<file path="src/rtl/cms_param_if.sv">
// rtl/cms_param_if.sv - request/sample/result bundle for the mean-square engine
`timescale 1ns/1ps
interface cms_param_if #(
   parameter int DW = 16
);
   localparam int RW = 2*DW+3;

   logic          start;
   logic [3:0]    log2n;
   logic [2*DW-1:0] y;
   logic [2*DW-1:0] y_hat;
   logic          next_number;
   logic          busy;
   logic          done;
   logic [RW-1:0] result;

   modport master (
      output start, log2n, y, y_hat,
      input  next_number, busy, done, result
   );

   modport slave (
      input  start, log2n, y, y_hat,
      output next_number, busy, done, result
   );
endinterface

</file>
<file path="src/rtl/cms_param.sv">
// rtl/cms_param.sv - mean of |y - y_hat|^2 over 2^log2n samples; CMS_ROUND_EN selects round-half-up on the final divide
`timescale 1ns/1ps
module cms_param #(
   parameter int DW        = 16,
   parameter int MAX_LOG2N = 7
) (
   input  logic      clk,
   input  logic      reset,
   cms_param_if.slave bus
);
   localparam int RW = 2*DW+3;
   localparam int AW = RW + MAX_LOG2N;
   localparam int CW = MAX_LOG2N + 1;

   typedef enum logic [1:0] {IDLE, FETCH, DRAIN, DONE} state_t;

   state_t                 state, state_nx;
   logic [3:0]             ne, ne_req;
   logic [CW-1:0]          cnt, n_last;
   logic [1:0]             dcnt;
   logic                   v1, v2;
   logic signed [DW:0]     dr, di;
   logic signed [2*DW+1:0] pr, pi;
   logic [RW-1:0]          m;
   logic [AW-1:0]          acc;
   logic [RW-1:0]          res, res_nx;
   logic                   go;

   assign ne_req = (bus.log2n > 4'(MAX_LOG2N)) ? 4'(MAX_LOG2N) : bus.log2n;
   assign n_last = (CW'(1) << ne) - CW'(1);
   assign go     = (state == IDLE) && bus.start;
   assign pr     = dr * dr;
   assign pi     = di * di;
   assign bus.result = res;

   // state register
   always_ff @(posedge clk or negedge reset) begin
      if (!reset) state <= IDLE;
      else        state <= state_nx;
   end

   // next-state: DONE waits for start low so a held start cannot retrigger
   always_comb begin
      state_nx = state;
      case (state)
         IDLE:  if (bus.start)       state_nx = FETCH;
         FETCH: if (cnt == n_last)   state_nx = DRAIN;
         DRAIN: if (dcnt == 2'd3)    state_nx = DONE;
         DONE:  if (!bus.start)      state_nx = IDLE;
         default:                    state_nx = IDLE;
      endcase
   end

   // status outputs decoded from state
   always_comb begin
      bus.next_number = 1'b0;
      bus.busy        = 1'b0;
      bus.done        = 1'b0;
      case (state)
         FETCH: begin bus.next_number = 1'b1; bus.busy = 1'b1; end
         DRAIN: bus.busy = 1'b1;
         DONE:  bus.done = 1'b1;
         default: ;
      endcase
   end

   // run control: latch clamped Ne, count fetched samples and drain cycles
   always_ff @(posedge clk or negedge reset) begin
      if (!reset) begin
         ne   <= '0;
         cnt  <= '0;
         dcnt <= '0;
      end else begin
         if (go) begin
            ne  <= ne_req;
            cnt <= '0;
         end else if (state == FETCH) begin
            cnt <= cnt + CW'(1);
         end
         if (state == DRAIN) dcnt <= dcnt + 2'd1;
         else                dcnt <= '0;
      end
   end

   // stage 1: component differences, one bit wider so they never overflow
   always_ff @(posedge clk or negedge reset) begin
      if (!reset) begin
         dr <= '0;
         di <= '0;
         v1 <= 1'b0;
      end else begin
         v1 <= (state == FETCH);
         if (state == FETCH) begin
            dr <= {bus.y[2*DW-1], bus.y[2*DW-1:DW]} - {bus.y_hat[2*DW-1], bus.y_hat[2*DW-1:DW]};
            di <= {bus.y[DW-1], bus.y[DW-1:0]} - {bus.y_hat[DW-1], bus.y_hat[DW-1:0]};
         end
      end
   end

   // stage 2: exact squared magnitude; both squares are non-negative
   always_ff @(posedge clk or negedge reset) begin
      if (!reset) begin
         m  <= '0;
         v2 <= 1'b0;
      end else begin
         v2 <= v1;
         if (v1) m <= {1'b0, pr} + {1'b0, pi};
      end
   end

   // stage 3: accumulator sized so 2^MAX_LOG2N worst-case samples cannot wrap
   always_ff @(posedge clk or negedge reset) begin
      if (!reset)     acc <= '0;
      else if (go)    acc <= '0;
      else if (v2)    acc <= acc + AW'(m);
   end

`ifdef CMS_ROUND_EN
   logic [AW-1:0] half;

   // divide by N with round half up; Ne=0 adds nothing
   always_comb begin
      half = '0;
      if (ne != 4'd0) half = AW'(1) << (ne - 4'd1);
      res_nx = RW'((acc + half) >> ne);
   end
`else
   // divide by N with truncation
   always_comb begin
      res_nx = RW'(acc >> ne);
   end
`endif

   // result register: only written when a run completes, otherwise held
   always_ff @(posedge clk or negedge reset) begin
      if (!reset)                              res <= '0;
      else if (state == DRAIN && dcnt == 2'd3) res <= res_nx;
   end
endmodule
</file>
<file path="src/flat_wrapper.sv">
// flat-port wrapper written by rule: the top's interface ports become plain ports
module cms_param_flat 
#(
   parameter int DW        = 16,
   parameter int MAX_LOG2N = 7
)
  (clk, reset, bus_start, bus_log2n, bus_y, bus_y_hat, bus_next_number, bus_busy, bus_done, bus_result);
  cms_param_if #(.DW(DW)) bus_i ();
  input  logic clk;
  input  logic reset;
  input wire logic [$bits(bus_i.start)-1:0] bus_start;
  input wire logic [$bits(bus_i.log2n)-1:0] bus_log2n;
  input wire logic [$bits(bus_i.y)-1:0] bus_y;
  input wire logic [$bits(bus_i.y_hat)-1:0] bus_y_hat;
  output wire logic [$bits(bus_i.next_number)-1:0] bus_next_number;
  output wire logic [$bits(bus_i.busy)-1:0] bus_busy;
  output wire logic [$bits(bus_i.done)-1:0] bus_done;
  output wire logic [$bits(bus_i.result)-1:0] bus_result;
  assign bus_i.start = bus_start;
  assign bus_i.log2n = bus_log2n;
  assign bus_i.y = bus_y;
  assign bus_i.y_hat = bus_y_hat;
  assign bus_next_number = bus_i.next_number;
  assign bus_busy = bus_i.busy;
  assign bus_done = bus_i.done;
  assign bus_result = bus_i.result;
  cms_param #(.DW(DW), .MAX_LOG2N(MAX_LOG2N)) u_core (.clk(clk), .reset(reset), .bus(bus_i));
endmodule
</file>
<file path="config.mk">
export PLATFORM = sky130hd
export DESIGN_NAME = cms_param_flat
export DESIGN_NICKNAME = d
export VERILOG_FILES = /design/src/rtl/cms_param_if.sv /design/src/rtl/cms_param.sv /design/src/flat_wrapper.sv
export SDC_FILE = /design/constraint.sdc
export NUM_CORES = 2
export LEC_CHECK = 0
export CAP_MARGIN = 20
export CORE_ASPECT_RATIO = 1.75
export CORE_MARGIN = 5
export CORE_UTILIZATION = 65
export CTS_CLUSTER_DIAMETER = 30
export CTS_CLUSTER_SIZE = 40
export DETAILED_ROUTE_END_ITERATION = 6
export GPL_TIMING_DRIVEN = 0
export PLACE_DENSITY_LB_ADDON = 0.1
export SYNTH_ARGS = -nofsm -noshare
export SYNTH_HDL_FRONTEND = slang
export SYNTH_SLANG_ARGS = --single-unit
export TNS_END_PERCENT = 10
</file>
<file path="constraint.sdc">
create_clock -name clk -period 17.7 [get_ports clk]
set_input_delay 3.54 -clock clk [delete_from_list [all_inputs] [get_ports clk]]
set_output_delay 3.54 -clock clk [all_outputs]
set_load 0.01 [all_outputs]
</file>
---- Yosys cells after proc, flatten, opt, wreduce, memory -nomap -nowiden ----
Index checks and enable logic that the tools add are counted.
storage, ports and cells
  register bits after elaboration ......... 164
  input port bits ......................... 71
  output and inout port bits .............. 38
  logic and storage cells ................. 53
cells by class
  $add $sub $neg .......................... 7
  multiply operators ...................... 2
  $lt $le $gt $ge ......................... 1
  equal/unequal tests ..................... 9
  shift operators ......................... 2
  multiplexer cells ....................... 14
  reduce and logical (&&, ||, !) cells .... 7
operator list
  operator                                                                          count
  42-bit two-way mux                                                                2
  17-bit by 17-bit multiplier with 34-bit output                                    2
  42-bit by 35-bit adder with 42-bit output                                         1
  42-bit by 4-bit right shift with 35-bit output                                    1
  34-bit by 34-bit adder with 35-bit output                                         1
  16-bit by 16-bit subtractor with 17-bit output                                    2
  8-bit two-way mux                                                                 2
  2-bit two-way mux                                                                 5
  8-bit by 1-bit adder with 8-bit output (second input constant)                    1
  8-bit equality test                                                               1
  2-bit case mux with 4 select lines                                                1
  1-bit by 4-bit left shift with 8-bit output (first input constant)                1
  8-bit by 2-bit subtractor with 8-bit output (second input constant)               1
  2-bit equality test (second input constant)                                       3
  4-bit by 3-bit greater-than comparator with 1-bit output (second input constant)  1
  4-bit two-way mux                                                                 1
  2-bit by 1-bit != test with 1-bit output (second input constant)                  2
  2-bit != test (second input constant)                                             2
  4-bit AND reduction                                                               1
  2-bit nonzero test                                                                2
  1-bit two-way mux                                                                 3
  2-bit by 1-bit adder with 2-bit output (second input constant)                    1
  2-bit by 1-bit equality test with 1-bit output (second input constant)            1
  1-bit logical AND                                                                 2
  2 further kinds                                                                   2

---- Depth between registers and ports, before layout ----
  depth after elaboration ................. 5
  mapped depth ............................ 34
  mapped depth without buffers ............ 33

---- Least setup slack after synthesis ----
Ideal clock, no wire load.
  path kind ............................... reg2reg
  from .................................... reg u_core.dr[2]
  to ...................................... reg u_core.m[34]
  library setup time ...................... 0.141 ns
  arrival time ............................ 7.710 ns
  data required time ...................... 17.559 ns
  slack ................................... 9.849 ns
  cell stages (with the launch flop) ...... 34
  path buffers ............................ 2
  clock period less this slack ............ 7.851 ns
  cells stage by stage .................... dfrtp_1 clkbuf_1 clkbuf_1 nand2_1 fa_1 inv_1 fa_1 inv_1 fa_1 inv_1 fa_1 fa_1 inv_1 fa_1 inv_1 ha_1 and3_1 a221oi_1 o31ai_1 a21oi_1 nor2b_1 o21a_1 o21ai_0 mux2i_1 nand2_1 ha_1 a21oi_1 nor2b_1 o2111ai_1 and3_4 a221o_1 o41ai_2 or2_2 a31oi_1
on the way
  cells in the longest elaborated chain, start to end .. 2
RTL lines
  what                                            RTL line          RTL
  from (decl)                                     cms_param.sv:22   logic signed [DW:0] dr, di;
  from (signal assigned)                          cms_param.sv:94   dr <= {bus.y[2*DW-1], bus.y[2*DW-1:DW]} - {bus.y_hat[2*DW-1], bus.y_hat[2*DW-1:DW]};
  17-bit by 17-bit multiplier with 34-bit output  cms_param.sv:32   assign pr = dr * dr;
  34-bit by 34-bit adder with 35-bit output       cms_param.sv:107  if (v1) m <= {1'b0, pr} + {1'b0, pi};
  to (signal assigned)                            cms_param.sv:107
  to (decl)                                       cms_param.sv:24   logic [RW-1:0] m;
No other way between the ends.
A chain may end at the register's enable or synchronous reset.

---- Worst setup path after layout ----
  from .................................... reg u_core.dr[2]
  to ...................................... reg u_core.m[33]
The elaborated chain is that of the path after synthesis.

==> flow_summary.toml <==
[floorplan]
num_io_pins = 109
initial_core_util_pct = 65.7
chipHeight_um = 304
coreArea_um2 = 48900
num_rows = 107
die_w_um = 178
dieArea_um2 = 54100

[sta]
tns_ns = 0
worst_pin_slew_ns = 1.09
fmax_mhz = 102
slew_headroom_pct = 26.6
period_share_pct = 55.4
hold_viol_final = 0
rsz0062_at_grt = "false"
slew_viol_final = 0
skew_ns = 0.0231
setup_viol = 0
period_minus_slack_ns = 9.81

[synthesis]
synth_cells = 3527
ys_seq_elements = 164
synth_top_cells_by_area = "fa_1 (34%), dfrtp_1 (13%), ha_1 (11%)"
synth_edf_count = 0
synth_cell_types = 68
avgSynthCellArea_um2 = 9.10
yosysMostFrequentCell = "inv_1"
synth_top_area_share_pct = 33.9
yosysTopAreaCell = "fa_1"
yosysWarnings = 0
synth_ff_type = "dfrtp_1"
synthesis.area_um2 = 32100
synth_common_cells = "inv_1 (739), fa_1 (543), nand2_1 (324)"
syn_nets = 4423
ys_seq_area_share_pct = 12.8
async_flop_share_pct = 100

[setup_path]
crit_required_ns = 18.10
cp_max_fo = 10
crit_family = "adder cells"
cp_common_cell = "fa_1"
cp_slowest_cell = "o31ai_1"
cp-end-kind = "flip-flop"
crit_buf_inv = 8
arrival_ns = 10.20
timing.rr.end = "u_core.m[33]"
r2r_start = "u_core.dr[2]"
critical-path-max-stage-delay_ns = 0.75
path_class = "reg -> reg"
regToRegSetupSlack_ns = 7.89
reg2regPathDepth = 30
startpoint_type = "flip-flop"

[flow_run]
maxCapViolCount = 0

[clocking]
cts_tree = "done"
clk_pin_slew_worst_paths_ns = 0.09
cts_buffers = 17
worst_skew_pair.late_latency_ns = 0.48
cts_resized = 0
holdBufCountCts = 0
cts_root_buf = "clkbuf_16"
cts.path.max_buffers = 2
clkSinkCount = 164
cts_setup_buffers = 0
htreeDepth = 4

[final_layout]
fillCellCount = 3828
final_nets = 4551
n_antenna_cell = 0
drive_above_1_share_pct = 2.97
final_util_pct = 70.9
area_growth_syn_to_layout_pct = 7.97

[drt]
drt-pass1-iter-count = 5
drc = 0
avgViaCountPerCell = 5.89
drtIter0Drc = 1576
vias = 25500
ant_nets = 0
wl_mm = 90.5
post_drt_wl_per_cell_um = 20.9

[run_status]
status = "finished clean"

[global_routing]
overflow = 0
grt_use_total_pct = 34.8
grt_max_degree = 106
antenna_found_initial = 0
grt_pass1_vias = 28800
grt_first_pass_wirelength_mm = 146

[placement]
port_buffers = 108
dp_hpwl_mm = 77.2
gp_congestion = 0.986

[min_path]
min_delay_path_depth = 0
min_to = "u_core.v2"
min_from = "u_core.v1"
min-delay-path-class = "reg -> reg"
-- cells in the final DEF (no fill, tap or decap), types with 90 or more instances in the layout --
master,count
nand2_1,324
xnor2_1,109
dfrtp_1,164
o21ai_0,156
fa_1,543
clkbuf_1,110
nor2_1,173
clkdlybuf4s50_1,107
inv_1,739
ha_1,282
and2_1,101
a21oi_1,151
mux2i_1,90
-- flip-flops by register name, summed over array words and instances, names as in the netlist --
signal	count
u_core.di	17
u_core.cnt	8
u_core.dcnt	2
u_core.v1	1
u_core.acc	42
u_core.state	2
u_core.dr	17
u_core.bus.result	35
u_core.ne	4
u_core.v2	1
u_core.m	35
-- cell families after synthesis --
group	count (synthesis)	synth area share (%)
buffers and inverters	862	10.1
adder cells (fa/ha/maj)	825	44.9
AO/OA/AOI/OAI	552	10.8
XOR/XNOR	157	4.28
multiplexers	144	5.16
flip-flops	164	12.8
AND/OR/NAND/NOR	823	12.0
-- per-layer routing --
layer	track usage [%]	part of all wire, %
met2	63.6	53
met4	25.6	9.3
met3	4.60	4.8
met5	0	0
met1	35.4	32
-- worst max path at each step --
stage,startpoint,endpoint,slack [ns],cells after the start
after global placement,reset,u_core.m[16],6.16,1
after detailed placement,u_core.dr[2],u_core.m[33],8.05,30
after floorplan,u_core.dr[2],u_core.m[34],9.85,33
after global routing,u_core.dr[2],u_core.m[33],7.57,30
final,u_core.dr[2],u_core.m[33],7.89,30
after CTS,u_core.dr[2],u_core.m[33],7.98,30
-- worst reg2reg max path, delay by kind of cell (launching register included) --
family          cells  cell delay (ns)
fa+ha+maj           8             3.58
compound gates      9             2.77
buf+inv             8             1.65
xor+xnor            1             0.67
simple gates        4             0.57
flops               1             0.47
-- layout make-up --
class / count / area [µm²] / share of cell area, %
well taps: 654 / 818 / 2.36
flip-flops and latches: 164 / 4100 / 11.8
multi-input cells: 2501 / 24800 / 71.4
inverters: 740 / 2780 / 8.01
clock buffers: 17 / 425 / 1.23
repair buffers: 109 / 1110 / 3.21
plain buffers: 122 / 460 / 1.33
clock inverters: 15 / 201 / 0.581
-- per-stage QoR --
step / cells / cell area [µm²] / setup WS, ns / hold slack (ns)
after global placement: 4289 / 34000 / 6.16 / 0.366
after global routing: 4322 / 34700 / 7.57 / 0.409
after floorplan: 3527 / 32100 / 9.85 / 0.352
final: 4322 / 34700 / 7.89 / 0.387
after CTS: 4322 / 34700 / 7.98 / 0.390
after detailed placement: 4290 / 34000 / 8.05 / 0.376
Power is left out: the tool's default activity adds up to more than one toggle a clock period on the data nets, which glitch-free logic cannot reach.
